`src/rtl/duty_clk_pkg.sv`:
```
// Shared types and constants for the duty-cycle clock generator.
// Other designs use cfg_t as the register-map view of one configuration.
package duty_clk_pkg;

    typedef enum logic {
        IDLE = 1'b0,
        RUN  = 1'b1
    } state_t;

    localparam int MIN_PERIOD = 2;

    localparam int DEF_CNT_W = 16;
    localparam int DEF_NCH   = 2;

    // One complete configuration at the default widths: shared period plus per-channel high time.
    typedef struct packed {
        logic [DEF_CNT_W-1:0]              period;
        logic [DEF_NCH-1:0][DEF_CNT_W-1:0] high;
    } cfg_t;

endpackage

```
`src/rtl/duty_clk_chan.sv`:
```
// One output channel: active high-time register and registered waveform output.
// The output is computed from the counter and high time that will be current after the edge.
module duty_clk_chan
    import duty_clk_pkg::*;
#(
    parameter int CNT_W      = 16,
    parameter int RESET_HIGH = 5
) (
    input  logic             clk,
    input  logic             rst,
    input  logic             load,
    input  logic [CNT_W-1:0] load_high,
    input  logic             run_next,
    input  logic [CNT_W-1:0] cnt_next,
    output logic             clk_out
);

    logic [CNT_W-1:0] high_reg;
    logic [CNT_W-1:0] high_next;
    logic             clk_out_next;

    always_comb begin
        high_next    = high_reg;
        clk_out_next = 1'b0;
        if (load) begin
            high_next = load_high;
        end
        // Full-width compare: a high time at or above the period never lets the output drop.
        clk_out_next = run_next && (cnt_next < high_next);
    end

    always_ff @(posedge clk or posedge rst) begin
        if (rst) begin
            high_reg <= CNT_W'(RESET_HIGH);
            clk_out  <= 1'b0;
        end else begin
            high_reg <= high_next;
            clk_out  <= clk_out_next;
        end
    end

endmodule

```
`src/rtl/duty_clk_gen.sv`:
```
// Multi-channel programmable period/duty waveform generator with glitch-free
// reconfiguration at period boundaries over a valid/ready handshake.
module duty_clk_gen
    import duty_clk_pkg::*;
#(
    parameter int CNT_W        = 16,
    parameter int NCH          = 2,
    parameter int RESET_PERIOD = 10,
    parameter int RESET_HIGH   = 5
) (
    input  logic                 clk,
    input  logic                 rst,
    input  logic                 en,
    input  logic                 cfg_valid,
    output logic                 cfg_ready,
    input  logic [CNT_W-1:0]     cfg_period,
    input  logic [NCH*CNT_W-1:0] cfg_high,
    output logic [NCH-1:0]       clk_out,
    output logic                 period_start,
    output logic                 cfg_err
);

    typedef struct packed {
        logic [CNT_W-1:0]          period;
        logic [NCH-1:0][CNT_W-1:0] high;
    } pend_cfg_t;

    state_t           state_reg;
    state_t           state_next;
    logic [CNT_W-1:0] cnt_reg;
    logic [CNT_W-1:0] cnt_next;
    logic [CNT_W-1:0] period_reg;
    logic [CNT_W-1:0] period_next;
    pend_cfg_t        pend_reg;
    pend_cfg_t        pend_next;
    logic             pend_valid_reg;
    logic             pend_valid_next;
    logic             pend_done_reg;
    logic             pend_done_next;
    logic             period_start_reg;
    logic             period_start_next;
    logic             cfg_err_reg;
    logic             cfg_err_next;

    logic             offer;
    logic             legal;
    logic             wrap;
    logic             apply;
    logic             run_next;

    always_ff @(posedge clk or posedge rst) begin
        if (rst) begin
            state_reg        <= IDLE;
            cnt_reg          <= '0;
            period_reg       <= CNT_W'(RESET_PERIOD);
            pend_reg         <= '0;
            pend_valid_reg   <= 1'b0;
            pend_done_reg    <= 1'b0;
            period_start_reg <= 1'b0;
            cfg_err_reg      <= 1'b0;
        end else begin
            state_reg        <= state_next;
            cnt_reg          <= cnt_next;
            period_reg       <= period_next;
            pend_reg         <= pend_next;
            pend_valid_reg   <= pend_valid_next;
            pend_done_reg    <= pend_done_next;
            period_start_reg <= period_start_next;
            cfg_err_reg      <= cfg_err_next;
        end
    end

    always_comb begin
        state_next        = state_reg;
        cnt_next          = cnt_reg;
        period_next       = period_reg;
        pend_next         = pend_reg;
        pend_valid_next   = pend_valid_reg;
        pend_done_next    = 1'b0;
        period_start_next = 1'b0;
        cfg_err_next      = 1'b0;

        offer = cfg_valid && !pend_valid_reg;
        legal = cfg_period >= CNT_W'(MIN_PERIOD);
        wrap  = (state_reg == RUN) && (cnt_reg == period_reg - CNT_W'(1));
        // A pending config is copied once; the extra pend_done cycle holds cfg_ready low
        // through the first cycle that uses the new settings.
        apply = pend_valid_reg && !pend_done_reg && ((state_reg == IDLE) || wrap);

        if (apply) begin
            period_next    = pend_reg.period;
            pend_done_next = 1'b1;
        end

        if (pend_done_reg) begin
            pend_valid_next = 1'b0;
        end else if (offer && legal) begin
            pend_valid_next = 1'b1;
            pend_next.period = cfg_period;
            pend_next.high   = cfg_high;
        end

        cfg_err_next = offer && !legal;

        case (state_reg)
            IDLE: begin
                cnt_next = '0;
                if (en) begin
                    state_next        = RUN;
                    period_start_next = 1'b1;
                end
            end
            RUN: begin
                if (wrap) begin
                    cnt_next = '0;
                    if (en) begin
                        period_start_next = 1'b1;
                    end else begin
                        state_next = IDLE;
                    end
                end else begin
                    cnt_next = cnt_reg + CNT_W'(1);
                end
            end
            default: begin
                state_next = IDLE;
                cnt_next   = '0;
            end
        endcase

        run_next = (state_next == RUN);
    end

    generate
        for (genvar gi = 0; gi < NCH; gi++) begin : g_chan
            duty_clk_chan #(
                .CNT_W      (CNT_W),
                .RESET_HIGH (RESET_HIGH)
            ) u_chan (
                .clk       (clk),
                .rst       (rst),
                .load      (apply),
                .load_high (pend_reg.high[gi]),
                .run_next  (run_next),
                .cnt_next  (cnt_next),
                .clk_out   (clk_out[gi])
            );
        end
    endgenerate

    assign cfg_ready    = !pend_valid_reg;
    assign period_start = period_start_reg;
    assign cfg_err      = cfg_err_reg;

endmodule

```
`config.mk`:
```
export PLATFORM = sky130hd
export DESIGN_NAME = duty_clk_gen
export DESIGN_NICKNAME = d
export VERILOG_FILES = /design/src/rtl/duty_clk_pkg.sv /design/src/rtl/duty_clk_chan.sv /design/src/rtl/duty_clk_gen.sv
export SDC_FILE = /design/constraint.sdc
export NUM_CORES = 1
export LEC_CHECK = 0
export ABC_AREA = 0
export CAP_MARGIN = 5
export CORE_MARGIN = 5
export CORE_UTILIZATION = 52
export CTS_CLUSTER_DIAMETER = 40
export DETAILED_ROUTE_END_ITERATION = 10
export HOLD_SLACK_MARGIN = 0.03
export PLACE_DENSITY = 0.73
export SYNTH_ARGS = -nofsm -noshare
export SYNTH_HDL_FRONTEND = slang
export SYNTH_SLANG_ARGS = --single-unit
```
`constraint.sdc`:
```
create_clock -name clk -period 5.1 [get_ports clk]
set_input_delay 1.53 -clock clk [delete_from_list [all_inputs] [get_ports clk]]
set_output_delay 1.53 -clock clk [all_outputs]
set_load 0.005 [all_outputs]
```
==> flow_metrics.env, run 1 <==
export IMPL_status="finished, final reports clean"
export IMPL_grt_first_pass_wirelength_um=22100
export IMPL_reg2reg_to="g_chan[0].u_chan.clk_out$_DFF_PP0_"
export IMPL_crit_fanout=33
export IMPL_critPathLaunchType="register"
export IMPL_slew_headroom=0.476
export IMPL_cellPowerDensity_nw_per_um2=287
export IMPL_io_pins=57
export IMPL_drt_iter0_markers=145
export IMPL_max_freq_mhz=215
export IMPL_wl_per_cell_um=17.9
export IMPL_place_congestion=0.882
export IMPL_arrival_ns=4.98
export IMPL_clk_pin_slew_worst_paths_ns=0.05
export IMPL_ys_top_cells_by_area="dfrtp_1 45%, mux2_2 15%, ha_1 6.4%, mux2i_1 4.8%, dfstp_2 2.5%"
export IMPL_antenna_left=0
export IMPL_coreArea_sq_um=11900
export IMPL_tritoncts="done"
export IMPL_overflow=0
export IMPL_synth_most_common_cell="dfrtp_1"
export IMPL_synthFlopType="dfrtp_1"
export IMPL_drv_cap=0
export IMPL_final_nets=652
export IMPL_cts_root_buffer_cell="clkbuf_16"
export IMPL_power_frac_seq=0.437
export IMPL_synth_top_area_frac=0.450
export IMPL_p_int_mw=1.72
export IMPL_setup_tns_ns=0
export IMPL_ys_warn_count=0
export IMPL_cp_required_ns=5.42
export IMPL_ys_ff_latch=119
export IMPL_pwr_share_comb=0.029
export IMPL_grt_pass1_vias=4532
export IMPL_final_setup_skew_ns=0.00776
export IMPL_vias_per_cell=5.65
export IMPL_worst_setup_path_type="reg -> reg"
export IMPL_dieWidth_um=120
export IMPL_dp_hpwl_um=9580
export IMPL_ys_top_cells_by_count="113 x dfrtp_1, 83 x mux2_2, 32 x ha_1, 30 x mux2i_1, 26 x nor2_1"
export IMPL_htree_num_levels=4
export IMPL_endpoint="g_chan[0].u_chan.clk_out$_DFF_PP0_"
export IMPL_fin_crit_sh=0.914
export IMPL_clkSinkCount=119
export IMPL_endpoint_kind="register"
export IMPL_vias=4114
export IMPL_ys_async_sr_fraction=1.00
export IMPL_hold_class="reg -> reg"
export IMPL_setup_worst_path_start="period_reg[0]$_DFFE_PP0P_"
export IMPL_worst_r2r_cell_count=18
export IMPL_clock_latency_ns=0.42
export IMPL_routed_wl_um=13000
export IMPL_post_route_drc_count=0
export IMPL_syn_avg_cell_area_sq_um=12.4
export IMPL_reg2reg_from="period_reg[0]$_DFFE_PP0P_"
export IMPL_seq_area_frac_synth=0.475
export IMPL_insertedDiodeCount=0
export IMPL_synth_edf_count=0
export IMPL_hold_ws_ns=0.479
export IMPL_largest_reg_flops=48
export IMPL_cts_buffer_depth=2
export IMPL_grt_setup_unrepaired="no"
export IMPL_grt_usage=0.196
export IMPL_synthDistinctLibCells=57
export IMPL_drv_slew=0
export IMPL_finalSetupViolCount=0
export IMPL_cts_inserted_buffers=17
export IMPL_clkPwrFrac=0.535
export IMPL_first_pass_iters=4
export IMPL_die_h_um=120
export IMPL_tightest_slew_ns=0.786
export IMPL_num_rows=40
export IMPL_power_switching_uw=443
export IMPL_layout_drive_gt1_share=0.236
export IMPL_irDropWorstVdd_uv=259
export IMPL_synthesis_nets=592
export IMPL_synthCells=508
export IMPL_period_minus_slack_ns=4.66
export IMPL_leakage_nw=3.83
export IMPL_area_growth_pct=20.0
export IMPL_final_hold_violation_count=0
export IMPL_start_util=0.528
export IMPL_synth_largest_area_cell="dfrtp_1"
export IMPL_n_fill_cell=951
export IMPL_cts_hold_buffers=0
export IMPL_grt_max_degree=64
export IMPL_antenna_found_initial=0
export IMPL_rrSetupSlack_ns=0.44
export IMPL_portBuffers=56
export IMPL_netlist_area_sq_um=6290
export IMPL_die_area_sq_um=14400
export IMPL_p_sw_frac=0.204
## cells by family (layout without fill, tap and decap cells)
logic type                 after synthesis  count (layout)  share of synthesized area
AOI/OAI and AO/OA                       59              59                     0.0722
and+or+nand+nor                        107             107                     0.0943
muxes                                  124             124                      0.216
xor gates and xnor gates                33              33                     0.0460
buffers and inverters                   34             107                     0.0330
adders and majority gates               32              32                     0.0637
DFF                                    119             119                      0.475
## power by group through the flow
stage	sequential [mW]	clock, mW	combinational (mW)
global placement	0.961	0	0.0636
CTS	0.945	1.18	0.0653
floorplan	0.962	0	0.0150
detailed placement	0.961	0	0.0649
global route	0.945	1.22	0.0702
finish	0.945	1.16	0.0627
## per-layer routing
| metal | share of wire | up-vias | track usage |
|---|---|---|---|
| li1 | - | 1986 | - |
| met1 | 0.41 | 2034 | 0.224 |
| met2 | 0.53 | 71 | 0.343 |
| met3 | 0.033 | 23 | 0.0537 |
| met4 | 0.027 | 0 | 0.0880 |
| met5 | 0 | - | 0 |
## worst max-delay path, cell delays in order, from the launching register on
cell,delay [ns]
dfrtp_1,0.44
inv_1,0.08
ha_1,0.19
or3b_1,0.50
or3_1,0.39
a21o_1,0.22
a211o_1,0.31
o41ai_4,0.28
buf_4,0.19
nand2_8,0.17
buf_4,0.29
mux2i_1,0.16
ha_1,0.26
a21o_1,0.18
a21o_1,0.17
a21oi_1,0.17
o211a_1,0.19
o21ai_0,0.08
o31ai_1,0.24
## placed cells by master (no fill, tap or decap), types with 3 or more instances in the layout
| master | netlist | layout |
|---|---|---|
| xnor2_1 | 15 | 15 |
| clkbuf_16 | 0 | 17 |
| o211ai_1 | 4 | 4 |
| or4_1 | 4 | 4 |
| mux2_1 | 11 | 11 |
| a211oi_1 | 4 | 4 |
| nand2b_1 | 6 | 6 |
| mux2_2 | 83 | 83 |
| nor3_1 | 8 | 8 |
| buf_4 | 2 | 8 |
| dfstp_2 | 6 | 6 |
| a32oi_1 | 3 | 3 |
| ha_1 | 32 | 32 |
| o21a_1 | 7 | 7 |
| o21ai_0 | 10 | 10 |
| nand2_1 | 13 | 13 |
| nand3_1 | 10 | 10 |
| dfrtp_1 | 113 | 113 |
| mux2i_1 | 30 | 30 |
| nor2_1 | 26 | 26 |
| a21oi_1 | 9 | 9 |
| xor2_1 | 18 | 18 |
| nor4_1 | 9 | 9 |
| clkinvlp_4 | 0 | 5 |
| clkinv_2 | 0 | 4 |
| nand4_1 | 6 | 6 |
| inv_1 | 9 | 8 |
| and3_1 | 6 | 6 |
| clkdlybuf4s50_1 | 0 | 56 |
| a21o_1 | 6 | 6 |
## worst min-delay path by stage
stage	startpoint	to	slack [ns]	cells past startpoint
6_report	pend_valid_reg$_DFFE_PP0P_	cfg_err$_DFF_PP0_	0.48	1
5_1_grt	pend_valid_reg$_DFFE_PP0P_	cfg_err$_DFF_PP0_	0.49	1
4_1_cts	pend_valid_reg$_DFFE_PP0P_	cfg_err$_DFF_PP0_	0.48	1
3_5_place_dp	pend_valid_reg$_DFFE_PP0P_	cfg_err$_DFF_PP0_	0.47	1
3_3_place_gp	pend_valid_reg$_DFFE_PP0P_	cfg_err$_DFF_PP0_	0.45	1
2_1_floorplan	pend_valid_reg$_DFFE_PP0P_	cfg_err$_DFF_PP0_	0.43	1
## repair_timing
| action | CTS | global route |
|---|---|---|
| gates resized for setup | 0 | 2 |
| buffers inserted | 0 | 1 |
| endpoints found under the setup margin | 0 | 2 |
## area by class of cell
cell class,count,area (sq um),area share
sequential,119,2990,0.396
timing repair buffer,66,652,0.0864
tap,147,184,0.0244
inverter,9,36.3,0.00481
clock inverter,12,126,0.0167
clock buffer,20,457,0.0605
multi-input combinational,355,3100,0.411
## through the flow
stage / power [mW] / setup slack (ns) / util / instance area [sq um] / cells
final: 2.17 / 0.439 / 0.633 / 7540 / 728
after global routing: 2.24 / 0.0840 / 0.633 / 7540 / 728
after CTS: 2.19 / 0.326 / 0.632 / 7520 / 727
after detailed placement: 1.03 / 0.342 / 0.583 / 6940 / 695
after global placement: 1.03 / 0.468 / 0.583 / 6940 / 695
after floorplan: 0.977 / 0.422 / - / 6290 / 508
Power figures use the tool's default switching activity.
==> run 2: changes to the inputs <==
--- a/config.mk
+++ b/config.mk
@@ -6,13 +6,16 @@
 export NUM_CORES = 1
 export LEC_CHECK = 0
 export ABC_AREA = 0
+export ABC_CLOCK_PERIOD_IN_PS = 5100
 export CAP_MARGIN = 5
+export CELL_PAD_IN_SITES_DETAIL_PLACEMENT = 1
+export CELL_PAD_IN_SITES_GLOBAL_PLACEMENT = 2
 export CORE_MARGIN = 5
-export CORE_UTILIZATION = 52
+export CORE_UTILIZATION = 40
 export CTS_CLUSTER_DIAMETER = 40
 export DETAILED_ROUTE_END_ITERATION = 10
 export HOLD_SLACK_MARGIN = 0.03
-export PLACE_DENSITY = 0.73
+export PLACE_DENSITY_LB_ADDON = 0.1
 export SYNTH_ARGS = -nofsm -noshare
 export SYNTH_HDL_FRONTEND = slang
 export SYNTH_SLANG_ARGS = --single-unit
==> flow_metrics.env, run 2 (synthesized netlist as in run 1, its figures left out) <==
export IMPL_status="finished, final reports clean"
export IMPL_drv_cap=0
export IMPL_place_congestion=0.830
export IMPL_postLayoutCoreUtil=0.501
export IMPL_grt_first_pass_wirelength_um=24600
export IMPL_grt_max_degree=56
export IMPL_mostFrequentLayoutCells="113 x dfrtp_1, 83 x mux2_2, 56 x clkdlybuf4s50_1"
export IMPL_worst_setup_path_type="reg -> reg"
export IMPL_irDropWorstVdd_uv=229
export IMPL_vias_per_cell=5.28
export IMPL_largest_reg_flops=48
export IMPL_drt_iter0_markers=133
export IMPL_portBuffers=56
export IMPL_antenna_left=0
export IMPL_leakage_nw=3.86
export IMPL_coreArea_sq_um=15300
export IMPL_final_common_cell="dfrtp_1"
export IMPL_cp_required_ns=5.41
export IMPL_max_freq_mhz=209
export IMPL_wl_per_cell_um=19.0
export IMPL_slew_headroom=0.324
export IMPL_post_route_drc_count=0
export IMPL_crit_fanout=15
export IMPL_reg2reg_from="period_reg[0]$_DFFE_PP0P_"
export IMPL_grt_pass1_vias=4621
export IMPL_cts_inserted_buffers=17
export IMPL_n_fill_cell=1581
export IMPL_cts_root_buffer_cell="clkbuf_16"
export IMPL_placed_area_sq_um=7040
export IMPL_final_hold_violation_count=0
export IMPL_drv_slew=0
export IMPL_antenna_found_initial=0
export IMPL_grt_setup_unrepaired="no"
export IMPL_final_nets=652
export IMPL_finalSetupViolCount=0
export IMPL_cts_resized=0
export IMPL_dieWidth_um=135
export IMPL_area_growth_pct=21.9
export IMPL_final_setup_skew_ns=0.00646
export IMPL_hp_start="pend_valid_reg$_DFFE_PP0P_"
export IMPL_num_rows=45
export IMPL_cts_buffer_depth=2
export IMPL_pre_cts_slack_ns=0.334
export IMPL_vias=4180
export IMPL_endpoint_kind="register"
export IMPL_dp_hpwl_um=11100
export IMPL_setup_worst_path_start="period_reg[0]$_DFFE_PP0P_"
export IMPL_post_cts_buffers=0
export IMPL_first_pass_iters=4
export IMPL_grt_usage=0.173
export IMPL_clk_pin_slew_worst_paths_ns=0.06
export IMPL_period_minus_slack_ns=4.79
export IMPL_die_h_um=135
export IMPL_die_area_sq_um=18300
export IMPL_design_area_sq_um=7670
export IMPL_clock_latency_ns=0.41
export IMPL_start_util=0.411
export IMPL_arrival_ns=5.10
export IMPL_critPathLaunchType="register"
export IMPL_tightest_slew_ns=1.01
export IMPL_fin_crit_sh=0.940
export IMPL_multi_input_area_sq_um=3100
export IMPL_regArea_sq_um=2990
export IMPL_clkSinkCount=119
export IMPL_cellPowerDensity_nw_per_um2=293
export IMPL_setup_ws_ns=0.306
export IMPL_overflow=0
export IMPL_hold_class="reg -> reg"
export IMPL_htree_num_levels=4
export IMPL_io_pins=57
export IMPL_cts_hold_buffers=0
export IMPL_routed_wl_um=15000
export IMPL_tritoncts="done"
export IMPL_insertedDiodeCount=0
export IMPL_setup_tns_ns=0
export IMPL_layout_drive_gt1_share=0.238
==> run 2: cell count changes in the layout (fill, tap and decap cells not counted), sizes merged <==
cell,delta
clkbuf,+3
clkinv,-1
clkinvlp,-2
==> run 2: final timing paths <==
kind	end	slack (ns)	cells past startpoint
setup / recovery	g_chan[1].u_chan.clk_out$_DFF_PP0_	0.31	16
hold / removal	cfg_err$_DFF_PP0_	0.46	1
setup reg to reg	g_chan[1].u_chan.clk_out$_DFF_PP0_	0.31	16
hold reg to reg	cfg_err$_DFF_PP0_	0.46	1
max in group asynchronous	g_chan[0].u_chan.high_reg[0]$_DFF_PP1_	2.55	3
min in group asynchronous	pend_reg[8]$_DFFE_PP0P_	1.58	2
==> run 2: final cells by class <==
type	count	share of cell area
Multi-Input combinational cell	355	0.404
Clock buffer	23	0.0663
Timing Repair Buffer	66	0.0867
Sequential cell	119	0.389
Inverter	9	0.00473
Tap cell	211	0.0344
Clock inverter	9	0.0148
==> run 2: report_power, final <==
| part | total, mW | leakage [nW] | switching (mW) | internal [mW] |
|---|---|---|---|---|
| registers | 0.945 | 1.62 | 0 | 0.945 |
| clock network | 1.24 | 0.298 | 0.439 | 0.800 |
| logic | 0.0627 | 1.95 | 0.0268 | 0.0359 |
| total | 2.25 | 3.86 | 0.466 | 1.78 |
==> run 2: per-layer routing <==
metal / global-route usage / vias to the layer above / routed length [um] / part of all wire
met5: 0 / - / 0 / 0
met4: 0.0526 / 0 / 243 / 0.016
met3: 0.0397 / 22 / 391 / 0.026
met2: 0.306 / 51 / 7910 / 0.53
met1: 0.210 / 2123 / 6490 / 0.43
li1: - / 1984 / - / -
==> run 2: worst max-delay path, cell delays in order (launching register included) <==
cell and delay (ns):
dfrtp_1 0.45, or4_1 0.69, or4_1 0.54, o21a_1 0.20, a211o_1 0.27, o41ai_4 0.43
nand2_4 0.13, buf_4 0.24, mux2i_1 0.14, ha_1 0.22, a211oi_1 0.25, o21ai_0 0.17
o211ai_1 0.13, a21oi_1 0.10, a211oi_1 0.25, o21ai_0 0.17, o41ai_2 0.28
==> run 2: metrics by stage <==
step | hold WS [ns] | total power [mW] | cells
after floorplan | 0.431 | 0.977 | 508
after global placement | 0.455 | 1.03 | 760
after detailed placement | 0.456 | 1.03 | 760
after CTS | 0.464 | 2.27 | 792
after global routing | 0.489 | 2.33 | 792
final | 0.461 | 2.25 | 792
